==> config.mk <==
export PLATFORM = sky130hd
export DESIGN_NAME = seq_verify_param
export DESIGN_NICKNAME = d
export VERILOG_FILES = /design/src/rtl/seq_verify_param.sv
export SDC_FILE = /design/constraint.sdc
export NUM_CORES = 1
export LEC_CHECK = 0
export ABC_CLOCK_PERIOD_IN_PS = 3000
export BUFFER_PORTS_ARGS = -buffer_cell sky130_fd_sc_hd__buf_2
export CAP_MARGIN = 20
export CORE_ASPECT_RATIO = 0.75
export CORE_MARGIN = 4
export CORE_UTILIZATION = 35
export CTS_CLUSTER_DIAMETER = 100
export DETAILED_ROUTE_END_ITERATION = 7
export PLACE_DENSITY = 0.57
export SYNTH_ARGS = -nofsm -noshare
export SYNTH_HDL_FRONTEND = slang
export SYNTH_SLANG_ARGS = --single-unit
==> constraint.sdc <==
create_clock -name clk -period 3 [get_ports clk]
set_clock_uncertainty 0.1 [all_clocks]
set_input_delay 0.45 -clock clk [delete_from_list [all_inputs] [get_ports clk]]
set_output_delay 0.45 -clock clk [all_outputs]
set_load 0.01 [all_outputs]
==> src/rtl/seq_verify_param.sv <==
// seq_verify_param: checks framed ASCII sequences of the form <digits><op><letters>.
// A frame opens with a NUL character and is closed by the next NUL.
// The field lengths and the set of accepted operators are parameters.
// Every closed frame produces these results:
//   - a valid or invalid verdict,
//   - a 3-bit error code,
//   - an increment of a saturating counter (valid or invalid),
//   - a strobe pulse STROBE_LEN cycles long for the UART transmit side.
//
// Ports:
//   clk            system clock
//   rst            synchronous active-high reset
//   ascii_char     received character, qualified by char_valid
//   char_valid     one-cycle character strobe
//   sequence_valid verdict of the last evaluated frame
//   output_strobe  high for STROBE_LEN cycles after each evaluation
//   err_code       diagnostic code of the last evaluated frame
//   valid_cnt      saturating count of valid frames
//   invalid_cnt    saturating count of invalid frames
//   busy           a frame is open (state DIG, LET or ERR)
//
// state | meaning
// IDLE  | waiting for the first NUL after reset
// START | NUL seen, the next character opens field 1
// DIG   | collecting digits (dcnt holds the count)
// LET   | operator accepted, collecting letters (lcnt holds the count)
// ERR   | frame already failed, first error code held until NUL
//
// err_code | meaning
// 0        | valid frame
// 1        | first character is not a digit
// 2        | digit count out of range
// 3        | missing or disallowed operator
// 4        | too many letters
// 5        | too few letters
// 6        | bad character in the letter field

module seq_verify_param #(
    parameter int          UART_TX_baud = 20,
    parameter int          freq         = 200,
    parameter int          MIN_DIGITS   = 1,
    parameter int          MAX_DIGITS   = 3,
    parameter int          MIN_LETTERS  = 1,
    parameter int          MAX_LETTERS  = 3,
    parameter logic [3:0]  OP_MASK      = 4'b1111,
    parameter int          CNT_W        = 8
) (
    input  logic             clk,
    input  logic             rst,
    input  logic [7:0]       ascii_char,
    input  logic             char_valid,
    output logic             sequence_valid,
    output logic             output_strobe,
    output logic [2:0]       err_code,
    output logic [CNT_W-1:0] valid_cnt,
    output logic [CNT_W-1:0] invalid_cnt,
    output logic             busy
);

    localparam int STROBE_LEN = ((freq / UART_TX_baud) < 1) ? 1 : (freq / UART_TX_baud);
    localparam int SW         = $clog2(STROBE_LEN + 1);
    localparam logic [SW-1:0] STROBE_LOAD = SW'(STROBE_LEN);

    localparam logic [3:0] MIN_D = 4'(MIN_DIGITS);
    localparam logic [3:0] MAX_D = 4'(MAX_DIGITS);
    localparam logic [3:0] MIN_L = 4'(MIN_LETTERS);
    localparam logic [3:0] MAX_L = 4'(MAX_LETTERS);

    localparam logic [2:0] E_OK       = 3'd0;
    localparam logic [2:0] E_START    = 3'd1;
    localparam logic [2:0] E_DIGITS   = 3'd2;
    localparam logic [2:0] E_OPERATOR = 3'd3;
    localparam logic [2:0] E_LET_LONG = 3'd4;
    localparam logic [2:0] E_LET_SHRT = 3'd5;
    localparam logic [2:0] E_LET_BAD  = 3'd6;

    typedef enum logic [2:0] {
        S_IDLE,
        S_START,
        S_DIG,
        S_LET,
        S_ERR
    } state_t;

    state_t           state_q, state_d;
    logic [3:0]       dcnt_q, dcnt_d;
    logic [3:0]       lcnt_q, lcnt_d;
    logic [2:0]       err_hold_q, err_hold_d;
    logic             seq_valid_q;
    logic [2:0]       err_code_q;
    logic [CNT_W-1:0] valid_cnt_q, invalid_cnt_q;
    logic [SW-1:0]    strobe_q;

    // Evaluation request for the frame closed by the current NUL.
    logic             eval_en;
    logic             eval_ok;
    logic [2:0]       eval_code;

    // Character classes.
    logic c_nul, c_dig, c_let, c_op;

    always_comb begin
        c_nul = (ascii_char == 8'h00);
        c_dig = (ascii_char >= 8'h30) && (ascii_char <= 8'h39);
        c_let = (ascii_char >= 8'h41) && (ascii_char <= 8'h5A);
        case (ascii_char)
            8'h2B:   c_op = OP_MASK[0];
            8'h2D:   c_op = OP_MASK[1];
            8'h2A:   c_op = OP_MASK[2];
            8'h2F:   c_op = OP_MASK[3];
            default: c_op = 1'b0;
        endcase
    end

    // State register and result registers.
    always_ff @(posedge clk) begin
        if (rst) begin
            state_q       <= S_IDLE;
            dcnt_q        <= '0;
            lcnt_q        <= '0;
            err_hold_q    <= '0;
            seq_valid_q   <= 1'b0;
            err_code_q    <= '0;
            valid_cnt_q   <= '0;
            invalid_cnt_q <= '0;
            strobe_q      <= '0;
        end else begin
            state_q    <= state_d;
            dcnt_q     <= dcnt_d;
            lcnt_q     <= lcnt_d;
            err_hold_q <= err_hold_d;
            if (eval_en) begin
                seq_valid_q <= eval_ok;
                err_code_q  <= eval_code;
                if (eval_ok) begin
                    if (valid_cnt_q != '1)
                        valid_cnt_q <= valid_cnt_q + CNT_W'(1);
                end else begin
                    if (invalid_cnt_q != '1)
                        invalid_cnt_q <= invalid_cnt_q + CNT_W'(1);
                end
                // A reload while already counting stretches the pulse.
                strobe_q <= STROBE_LOAD;
            end else if (strobe_q != '0) begin
                strobe_q <= strobe_q - 1'b1;
            end
        end
    end

    // Next-state logic; nothing moves without char_valid.
    always_comb begin
        state_d    = state_q;
        dcnt_d     = dcnt_q;
        lcnt_d     = lcnt_q;
        err_hold_d = err_hold_q;
        eval_en    = 1'b0;
        eval_ok    = 1'b0;
        eval_code  = E_OK;
        if (char_valid) begin
            case (state_q)
                S_IDLE: begin
                    if (c_nul)
                        state_d = S_START;
                end
                S_START: begin
                    if (c_nul) begin
                        state_d = S_START;
                    end else if (c_dig) begin
                        state_d = S_DIG;
                        dcnt_d  = 4'd1;
                    end else begin
                        state_d    = S_ERR;
                        err_hold_d = E_START;
                    end
                end
                S_DIG: begin
                    if (c_dig) begin
                        if (dcnt_q < MAX_D) begin
                            dcnt_d = dcnt_q + 4'd1;
                        end else begin
                            state_d    = S_ERR;
                            err_hold_d = E_DIGITS;
                        end
                    end else if (c_op) begin
                        if (dcnt_q >= MIN_D) begin
                            state_d = S_LET;
                            lcnt_d  = 4'd0;
                        end else begin
                            state_d    = S_ERR;
                            err_hold_d = E_DIGITS;
                        end
                    end else if (c_nul) begin
                        state_d   = S_START;
                        eval_en   = 1'b1;
                        eval_code = E_OPERATOR;
                    end else begin
                        state_d    = S_ERR;
                        err_hold_d = E_OPERATOR;
                    end
                end
                S_LET: begin
                    if (c_let) begin
                        if (lcnt_q < MAX_L) begin
                            lcnt_d = lcnt_q + 4'd1;
                        end else begin
                            state_d    = S_ERR;
                            err_hold_d = E_LET_LONG;
                        end
                    end else if (c_nul) begin
                        state_d = S_START;
                        eval_en = 1'b1;
                        if (lcnt_q >= MIN_L) begin
                            eval_ok   = 1'b1;
                            eval_code = E_OK;
                        end else begin
                            eval_code = E_LET_SHRT;
                        end
                    end else begin
                        state_d    = S_ERR;
                        err_hold_d = E_LET_BAD;
                    end
                end
                S_ERR: begin
                    if (c_nul) begin
                        state_d   = S_START;
                        eval_en   = 1'b1;
                        eval_code = err_hold_q;
                    end
                end
                default: begin
                    state_d = S_IDLE;
                end
            endcase
        end
    end

    // Outputs.
    always_comb begin
        sequence_valid = seq_valid_q;
        err_code       = err_code_q;
        valid_cnt      = valid_cnt_q;
        invalid_cnt    = invalid_cnt_q;
        output_strobe  = (strobe_q != '0);
        busy           = (state_q == S_DIG) || (state_q == S_LET) || (state_q == S_ERR);
    end

endmodule

==> flow_summary.ini <==
[outcome]
run_status = complete, no violations

[critical_path]
crit_path_end_kind = primary output
reg2regPathDepth = 7
path_class = flop to primary output
worst-endpoint-required_ps = 2450
cp-start-kind = flop
crit_buf_inv = 2
cp-startpoint = state_q[2]
critPathArrivalTime_ps = 1830
critPathCapture = busy
critPathTopFamily = flip-flops
cpPeakStageDelay_ps = 570
reg2reg_from = lcnt_q[1]
critPathMaxFanout = 13
critical_path_cell_count = 4
crit_chain = nand2b_1, a21boi_1, inv_1, buf_2
critPathSlowestCell = dfxtp_1
rr_endpoint = invalid_cnt[4]
r2r_setup_slack_ps = 650

[min_path]
min_path_type = flop to flop

[timing]
slew_headroom = 0.650
tightest_slew_ps = 524
holdWs_ps = 367
drv_slew = 0
fin_tns_setup_ps = 0
setup_viol = 0
fin_crit_ps = 2380
setup_slack_ps = 617
rsz0062_at_grt = false
fmax_mhz = 420
period_share = 0.794
finalHoldViolations = 0

[cts]
ctsResizeCount = 0
cts_tree = built
cts_made_buffers = 5
worstSkewPairLatency_ps = 290
cts.sinks = 38
clkTransAtPathRegs_ps = 70
root_buffer = clkbuf_8
h-tree-depth = 2
post_cts_buffers = 0
hold_buffers = 0
clockBufferDepth = 2

[synthesis]
synth_edf_count = 0
yosys-top-cells-area = dfxtp_1, nor2_1, ha_1
yosys_warnings = 0
avgSynthCellArea_um2 = 8.57
synth.distinct_cells = 56
syn_area_mm2 = 0.00212
yosysSeqAreaShare = 0.358
syn-num-nets = 267
synth_common_cells = dfxtp_1, nor2_1, a21oi_1, nand2_1, clkbuf_1
synth-seq-cells = 38
synth.top_cell.area_share = 0.358
synth_cells = 248
synth_most_common_cell = dfxtp_1
synth_ff_type = dfxtp_1
synthArstFlopShare = 0
synth_area_leader_cell = dfxtp_1

[die]
num_rows = 24
core-area_mm2 = 0.00586
ios = 33
die_h_um = 75.5
die_area_mm2 = 0.00739
die_w_um = 98.0
initial_core_util = 0.363

[power]
finalPower_mw = 0.940
irDropWorstVdd_mv = 0.180
powerDensity_mw_per_mm2 = 382
leakage_nw = 1.04

[final_layout]
post_route_cells_drive_above_1_share = 0.206
fin_area_mm2 = 0.00246
fin_nets = 299
antenna_cells = 0
areaGrowthSynthToFinish_pct = 15.8

[grt]
track_usage = 0.131
grt_busiest_layer = met1
met1_usage = 0.202
overflow = 0
grt_antenna_before_repair = 0
grt_use_met3 = 0.0366
grt_pass1_vias = 1652
grt_pass1_wl_mm = 7.92
grtUsageMet2 = 0.176
grt_max_degree = 36

[route]
wire_per_inst_um = 13.5
vias = 1883
avgViaCountPerCell = 5.25
dr.pass1.iters = 4
drtIter0Drc = 114
ant_nets = 0
drc = 0
routed_wl_mm = 4.83

[run]
maxCapViolations = 0

[place]
io_buffers = 32
dp_hpwl_mm = 3.60
post-place-ws_ps = 394
placed_area_mm2 = 0.00237
place_congestion = 0.934
## how the worst min path moves through the flow
stage	from	end	slack [ps]	cells after the start
final	err_hold_q[0]	err_hold_q[0]	370	2
after global routing	err_hold_q[0]	err_hold_q[0]	400	2
after CTS	err_hold_q[1]	err_hold_q[1]	370	2
after detailed placement	err_hold_q[0]	err_hold_q[0]	360	2
after global placement	err_hold_q[0]	err_hold_q[0]	350	2
after floorplan	err_hold_q[0]	err_hold_q[0]	330	2
## worst reg2reg max path: stages (launching register included)
cell and delay (ps):
dfxtp_1 330, inv_1 70, ha_1 170, nor4b_1 320
or2_2 310, nor4b_4 470, nand4_1 170, mux2_1 320
## cell usage in the layout (no fill, tap or decap), drive strengths merged, types with 7 or more instances in the layout
| master | count |
|---|---|
| dfxtp | 38 |
| buf | 36 |
| nor2 | 31 |
| a21oi | 17 |
| nand2 | 16 |
| nand3 | 9 |
| nor3 | 9 |
| inv | 8 |
| ha | 8 |
| clkbuf | 7 |
## logic make-up after synthesis
family / share of synthesized area
AO/OA/AOI/OAI: 0.173
buffers and inverters: 0.0342
AND/OR/NAND/NOR: 0.307
flip-flops: 0.358
XOR/XNOR: 0.0247
multiplexers: 0.0565
adder cells (fa/ha/maj): 0.0471
## registers in the layout, indices dropped and copies added (netlist names)
| register | count |
|---|---|
| strobe_q | 4 |
| state_q | 3 |
| dcnt_q | 4 |
| sequence_valid | 1 |
| err_hold_q | 3 |
| valid_cnt | 8 |
| lcnt_q | 4 |
| invalid_cnt | 8 |
| err_code | 3 |
## layer usage
metal | up-vias | routed length (um)
met5 | - | 0
met4 | 0 | 31
met3 | 7 | 203
met2 | 37 | 1830
met1 | 863 | 2770
li1 | 976 | -
## power breakdown
group          internal (mW)  leakage (nW)  switching [mW]
clock network          0.185        0.0482           0.174
logic                 0.0256         0.681          0.0445
registers              0.507         0.306         0.00388
total                  0.718          1.04           0.222
## area by class of cell
type	instances	area, um^2
well taps	78	97.6
fillers	611	3390
multi-input cells	191	1290
clock inverters	1	5.00
clock buffers	7	86.3
flip-flops and latches	38	761
repair buffers	36	190
inverters	8	30.0
## per-stage QoR
| step | cells | utilization |
|---|---|---|
| detailed placement | 351 | 0.405 |
| CTS | 359 | 0.420 |
| finish | 359 | 0.420 |
| floorplan | 248 | - |
| global route | 359 | 0.420 |
| global placement | 351 | 0.405 |
(Power assumes the default switching activity.)
